===== src/rtl/uart_loader_pkg.sv =====
// Shared types and constants for the UART instruction loader: FSM states and
// the byte geometry of the length header and of each instruction word.
package uart_loader_pkg;

  typedef enum logic [1:0] {
    IDLE = 2'd0,
    HDR  = 2'd1,
    DATA = 2'd2,
    DONE = 2'd3
  } state_e;

  localparam int unsigned HDR_BYTES      = 2;
  localparam int unsigned BYTES_PER_WORD = 4;

endpackage : uart_loader_pkg


===== src/rtl/byte_word_packer.sv =====
// Big-endian byte-to-word packer: shifts accepted bytes in MSB first and flags
// the cycle on which the fourth byte completes a word (word is valid then).
module byte_word_packer
  import uart_loader_pkg::*;
(
  input  logic        clk,
  input  logic        rst_n,
  input  logic        clear,
  input  logic        accept,
  input  logic [7:0]  byte_in,
  output logic        word_ready,
  output logic [31:0] word
);

  logic [23:0] sr_q, sr_d;
  logic [1:0]  cnt_q, cnt_d;

  // The completed word includes the byte arriving this cycle, so the top can
  // register it with a single cycle of latency.
  assign word_ready = accept && (cnt_q == 2'(BYTES_PER_WORD - 1));
  assign word       = {sr_q, byte_in};

  always_comb begin
    // NOTE: every output of a combinational block gets a default first, otherwise a latch is inferred.
    sr_d  = sr_q;
    cnt_d = cnt_q;
    if (clear) begin
      sr_d  = '0;
      cnt_d = '0;
    end else if (accept) begin
      sr_d  = {sr_q[15:0], byte_in};
      cnt_d = cnt_q + 2'd1;
    end
  end

  // NOTE: sequential state uses non-blocking assignments so all flops update together at the edge.
  // NOTE: the shift register is reset (not left as storage) so a load cut short never leaks stale bytes.
  always_ff @(posedge clk or negedge rst_n) begin
    if (!rst_n) begin
      sr_q  <= '0;
      cnt_q <= '0;
    end else begin
      sr_q  <= sr_d;
      cnt_q <= cnt_d;
    end
  end

endmodule : byte_word_packer


===== src/rtl/uart_inst_loader.sv =====
// Parses a length-prefixed program image from the UART byte stream and writes
// it to instruction memory. Optional inter-byte timeout: LOADER_TIMEOUT_EN.
module uart_inst_loader
  import uart_loader_pkg::*;
#(
  parameter int unsigned ADDR_W         = 16,
  parameter int unsigned MAX_WORDS      = 256,
  parameter int unsigned TIMEOUT_CYCLES = 1000000
) (
  input  logic              clk,
  input  logic              reset,
  input  logic              load_start,
  input  logic              rx_valid,
  input  logic [7:0]        rx_byte,
  output logic [ADDR_W-1:0] uart_addr,
  output logic              uart_wr_en,
  output logic [31:0]       uart_wdata,
  output logic              recv_done,
  output logic              load_err,
  output logic              busy
);

  if (MAX_WORDS < 1 || MAX_WORDS > 65535 || TIMEOUT_CYCLES < 2) begin : g_param_check
    $error("uart_inst_loader: MAX_WORDS must be 1..65535 and TIMEOUT_CYCLES at least 2");
  end

  state_e              state_q, state_d;
  logic [15:0]         hdr_q, hdr_d;
  logic                hdr_idx_q, hdr_idx_d;
  logic [15:0]         word_cnt_q, word_cnt_d;
  logic [ADDR_W-1:0]   addr_q, addr_d;
  logic                wr_en_q, wr_en_d;
  logic [31:0]         wdata_q, wdata_d;
  logic                recv_done_q, recv_done_d;
  logic                load_err_q, load_err_d;
  logic                busy_q, busy_d;

  logic                pk_clear, pk_accept, pk_word_ready;
  logic [31:0]         pk_word;
  logic [15:0]         hdr_n;
  logic                timeout;

  byte_word_packer u_packer (
    .clk        (clk),
    .rst_n      (reset),
    .clear      (pk_clear),
    .accept     (pk_accept),
    .byte_in    (rx_byte),
    .word_ready (pk_word_ready),
    .word       (pk_word)
  );

  assign hdr_n = {hdr_q[15:8], rx_byte};

`ifdef LOADER_TIMEOUT_EN
  localparam int unsigned TMO_W = $clog2(TIMEOUT_CYCLES);
  logic [TMO_W-1:0] idle_q, idle_d;

  always_comb begin
    idle_d  = '0;
    timeout = 1'b0;
    if (state_q == HDR || state_q == DATA) begin
      if (!rx_valid) begin
        if (idle_q == TMO_W'(TIMEOUT_CYCLES - 1)) timeout = 1'b1;
        else                                      idle_d  = idle_q + 1'b1;
      end
    end
  end

  always_ff @(posedge clk or negedge reset) begin
    if (!reset) idle_q <= '0;
    else        idle_q <= idle_d;
  end
`else
  assign timeout = 1'b0;
`endif

  always_comb begin
    state_d     = state_q;
    hdr_d       = hdr_q;
    hdr_idx_d   = hdr_idx_q;
    word_cnt_d  = word_cnt_q;
    addr_d      = addr_q;
    wr_en_d     = 1'b0;
    wdata_d     = wdata_q;
    recv_done_d = recv_done_q;
    load_err_d  = load_err_q;
    pk_clear    = 1'b0;
    pk_accept   = 1'b0;

    unique case (state_q)
      IDLE, DONE: begin
        // recv_done follows the DONE state one cycle later, after the final write.
        if (state_q == DONE) recv_done_d = 1'b1;
        if (load_start) begin
          state_d     = HDR;
          recv_done_d = 1'b0;
          load_err_d  = 1'b0;
          hdr_idx_d   = 1'b0;
          word_cnt_d  = '0;
          pk_clear    = 1'b1;
        end
      end
      HDR: begin
        if (rx_valid) begin
          if (hdr_idx_q != 1'(HDR_BYTES - 1)) begin
            hdr_d[15:8] = rx_byte;
            hdr_idx_d   = 1'b1;
          end else begin
            hdr_d[7:0] = rx_byte;
            hdr_idx_d  = 1'b0;
            if (hdr_n == 16'd0) begin
              state_d = DONE;
            end else if (32'(hdr_n) > MAX_WORDS) begin
              load_err_d = 1'b1;
              state_d    = IDLE;
            end else begin
              state_d = DATA;
            end
          end
        end
      end
      DATA: begin
        pk_accept = rx_valid;
        if (pk_word_ready) begin
          wr_en_d    = 1'b1;
          wdata_d    = pk_word;
          addr_d     = ADDR_W'(word_cnt_q);
          word_cnt_d = word_cnt_q + 16'd1;
          if (word_cnt_q == hdr_q - 16'd1) state_d = DONE;
        end
      end
      default: state_d = IDLE;
    endcase

    if (timeout) begin
      state_d    = IDLE;
      load_err_d = 1'b1;
      pk_clear   = 1'b1;
    end

    busy_d = (state_d == HDR) || (state_d == DATA);
  end

  always_ff @(posedge clk or negedge reset) begin
    if (!reset) begin
      state_q     <= IDLE;
      hdr_q       <= '0;
      hdr_idx_q   <= 1'b0;
      word_cnt_q  <= '0;
      addr_q      <= '0;
      wr_en_q     <= 1'b0;
      wdata_q     <= '0;
      recv_done_q <= 1'b0;
      load_err_q  <= 1'b0;
      busy_q      <= 1'b0;
    end else begin
      state_q     <= state_d;
      hdr_q       <= hdr_d;
      hdr_idx_q   <= hdr_idx_d;
      word_cnt_q  <= word_cnt_d;
      addr_q      <= addr_d;
      wr_en_q     <= wr_en_d;
      wdata_q     <= wdata_d;
      recv_done_q <= recv_done_d;
      load_err_q  <= load_err_d;
      busy_q      <= busy_d;
    end
  end

  assign uart_addr  = addr_q;
  assign uart_wr_en = wr_en_q;
  assign uart_wdata = wdata_q;
  assign recv_done  = recv_done_q;
  assign load_err   = load_err_q;
  assign busy       = busy_q;

endmodule : uart_inst_loader


===== config.mk =====
export PLATFORM = sky130hd
export DESIGN_NAME = uart_inst_loader
export DESIGN_NICKNAME = d
export VERILOG_FILES = /design/src/rtl/uart_loader_pkg.sv /design/src/rtl/byte_word_packer.sv /design/src/rtl/uart_inst_loader.sv
export SDC_FILE = /design/constraint.sdc
export NUM_CORES = 1
export LEC_CHECK = 0
export CORE_MARGIN = 1
export CORE_UTILIZATION = 55
export DETAILED_ROUTE_END_ITERATION = 8
export PLACE_DENSITY = 0.79
export SETUP_SLACK_MARGIN = 0.1
export SYNTH_ARGS = -nofsm -noshare
export SYNTH_HDL_FRONTEND = slang
export SYNTH_SLANG_ARGS = --single-unit

===== constraint.sdc =====
create_clock -name clk -period 3.1 [get_ports clk]
set_input_delay 0.62 -clock clk [delete_from_list [all_inputs] [get_ports clk]]
set_output_delay 0.62 -clock clk [all_outputs]
set_load 0.005 [all_outputs]

==> flow_summary.yaml <==
placed_design:
  hpwl_mm: 8.41
  numPortBuffers: 63
  gp_congestion: 0.810
logic_synthesis:
  syn_inst: 583
  synth.ff_latch_count: 113
  synth-edff-count: 0
  synth.top_cells.by_count: "nand2_1 (209), dfrtp_1 (113), a21oi_1 (38)"
  ys_types: 44
  synth_most_common_cell: "nand2_1"
  synth_area_leaders: "dfrtp_1 (54%), nand2_1 (15%), mux2_2 (4.3%), a21oi_1 (3.6%), xnor2_1 (3.0%)"
  yosysTopAreaCell: "dfrtp_1"
  yosysWarnings: 0
  synth_nets: 601
  seq_area_frac_synth: 0.536
  synth_area_mm2: 0.00528
  yosys.area.top_type_share: 0.536
  synth.avg_cell_area_um2: 9.06
  yosys_most_used_dff: "dfrtp_1"
  async_reset_ff_frac: 1.00
drt:
  postRouteAntennaNets: 0
  drt_iter0_markers: 263
  drc_errors: 0
  vias: 4247
  wire_per_inst_um: 15.8
  via_per_inst: 5.43
  totalWireLength_mm: 12.4
  drtPass1Iterations: 4
timing:
  fin_tns_setup_ns: 0
  setup_violations: 0
  skew_ns: 0.0119
  rsz0062_at_grt: "false"
  period_needed_ns: 2.77
  slew_violations: 0
  min_period_over_period: 0.895
  max_slew.worst_pin.slew_ns: 0.837
  relSlewSlack: 0.440
  max_freq_ghz: 0.361
  timing.final.hold_violations: 0
critical_path:
  critPathMostFrequentCell: "or4b_1"
  path_delay_family: "simple AND/OR/NAND/NOR gates"
  r2r-start: "hdr_q[0]$_DFFE_PN0P_"
  reg2regPathDepth: 9
  ff2ff_setup_slack_ns: 0.33
  cp_cell_sequence: "inv_1, ha_1, or4b_1, or4b_1, a21oi_1, o22ai_1, nor4_1, o21a_2, xor2_1"
  path_buf_inv: 1
  crit_fanout: 6
  max_stage_delay_ns: 0.54
  required_ns: 3.52
  critPathKind: "reg -> reg"
  arrival_ns: 3.20
  cp_slowest_cell: "or4b_1"
  end_kind: "register"
  r2r-end: "busy$_DFF_PN0_"
  critPathLaunchType: "register"
cts:
  numCtsBuffers: 17
  cts_sinks: 113
  clock_path_buffers: 2
  cts_tree: "done"
  post_cts_buffers: 0
  clkTransAtPathRegs_ns: 0.06
  worstSkewPairLatency_ns: 0.51
  root_buffer: "clkbuf_8"
  htreeDepth: 4
  cts.hold.buffers_added: 0
global_routing:
  grt_overflow: 0
  grt_pass1_wl_mm: 20.3
  grt_pass1_vias: 4107
  grt_max_degree: 60
  track_usage: 0.265
  antenna_found_initial: 0
die:
  core_area_mm2: 0.00928
  fp.dieW_um: 100
  initial_core_util: 0.569
  die_h_um: 100
  die_area_mm2: 0.0100
  pin_count: 64
  fp-row-count: 35
flow_run:
  maxCapViolCount: 0
layout:
  area_growth_pct: 24.6
  num_antenna_cells: 0
  fin_util: 0.709
  drive_above_1_share: 0.104
  layout.nets: 659
power:
  max-vdd-ir-drop_uv: 500
  power_leakage_nw: 3.04
  cellPowerDensity_mw_per_mm2: 809
min_path:
  min_path_type: "in -> async"
status:
  status: "finished, final reports clean"
## state kept, by name (all words and copies together), names as in the netlist, 2 cells and up
| register | flops |
|---|---|
| u_packer.cnt_q | 2 |
| uart_addr | 16 |
| word_cnt_q | 16 |
| state_q | 2 |
| hdr_q | 16 |
| uart_wdata | 32 |
| u_packer.sr_q | 24 |
## routing by layer
layer / wire (um) / vias to the layer above / GRT usage / part of all wire
met5: 0 / - / 0 / 0
met3: 551 / 11 / 0.0481 / 0.045
met2: 5850 / 135 / 0.418 / 0.47
li1: - / 2056 / - / -
met4: 123 / 0 / 0.0981 / 0.010
met1: 5840 / 2045 / 0.371 / 0.47
## stage by stage
| step | std cells | total power [mW] | setup WS [ns] | area [um2] | hold slack (ns) |
|---|---|---|---|---|---|
| finish | 782 | 5.33 | 0.327 | 6580 | 0.184 |
| global route | 782 | 5.61 | 0.175 | 6580 | 0.231 |
| CTS | 782 | 5.32 | 0.312 | 6570 | 0.197 |
| detailed placement | 751 | 3.51 | 0.149 | 6020 | 0.457 |
| global placement | 751 | 3.46 | 0.295 | 6020 | 0.453 |
| floorplan | 583 | 3.02 | 0.592 | 5280 | 0.324 |
## placed cells by master, fill, tap and decap left out, types with 3 or more instances in the layout
cell	n
a21oi_1	38
xnor2_1	18
clkinv_2	3
nand4_1	7
clkdlybuf4s50_1	62
or4_1	5
nand2_1	208
o21ai_0	9
nor3_1	5
clkbuf_8	3
clkinvlp_4	4
dfrtp_1	113
mux2_2	20
buf_4	11
nor2_1	28
nor4_1	13
ha_1	6
nor2b_1	4
inv_1	10
xor2_1	14
clkbuf_16	16
nand3_1	12
## timing repair
| item | 4_1_cts | 5_1_grt |
|---|---|---|
| endpoints found under the hold margin | 0 | 0 |
| gates resized for setup | 0 | 1 |
| setup endpoints to repair | 0 | 2 |
## layout make-up
type	count	area (um2)
well taps	129	161
clock inverters	12	110
multi-input cells	424	2270
fillers	714	2710
inverters	11	41.3
repair buffers	74	723
flip-flops and latches	113	2830
clock buffers	19	442
## where the power goes
part | total [mW] | switching (mW) | leakage [nW] | internal, mW
sequential | 2.13 | 0.375 | 1.54 | 1.76
combinational | 1.40 | 0.755 | 1.24 | 0.647
clock | 1.79 | 0.692 | 0.262 | 1.10
## cell families (layout without fill, tap and decap cells)
| logic type | after synthesis | in the layout | synth area share |
|---|---|---|---|
| xor gates and xnor gates | 32 | 32 | 0.0531 |
| and+or+nand+nor | 300 | 300 | 0.245 |
| AOI/OAI and AO/OA | 64 | 64 | 0.0709 |
| buffers and inverters | 46 | 116 | 0.0353 |
| adders and majority gates | 6 | 6 | 0.0142 |
| DFF | 113 | 113 | 0.536 |
| muxes | 22 | 22 | 0.0464 |
## worst max-delay path by stage
| stage | start | end | slack (ns) | cells after the start |
|---|---|---|---|---|
| 2_1_floorplan | state_q[0]$_DFF_PN0_ | word_cnt_q[13]$_DFFE_PN0P_ | 0.59 | 10 |
| 3_3_place_gp | rx_valid | word_cnt_q[13]$_DFFE_PN0P_ | 0.30 | 9 |
| 3_5_place_dp | rx_valid | word_cnt_q[13]$_DFFE_PN0P_ | 0.15 | 9 |
| 4_1_cts | state_q[0]$_DFF_PN0_ | word_cnt_q[13]$_DFFE_PN0P_ | 0.31 | 10 |
| 5_1_grt | hdr_q[0]$_DFFE_PN0P_ | busy$_DFF_PN0_ | 0.18 | 9 |
| 6_report | hdr_q[0]$_DFFE_PN0P_ | busy$_DFF_PN0_ | 0.33 | 9 |
Power figures use the tool's default switching activity.
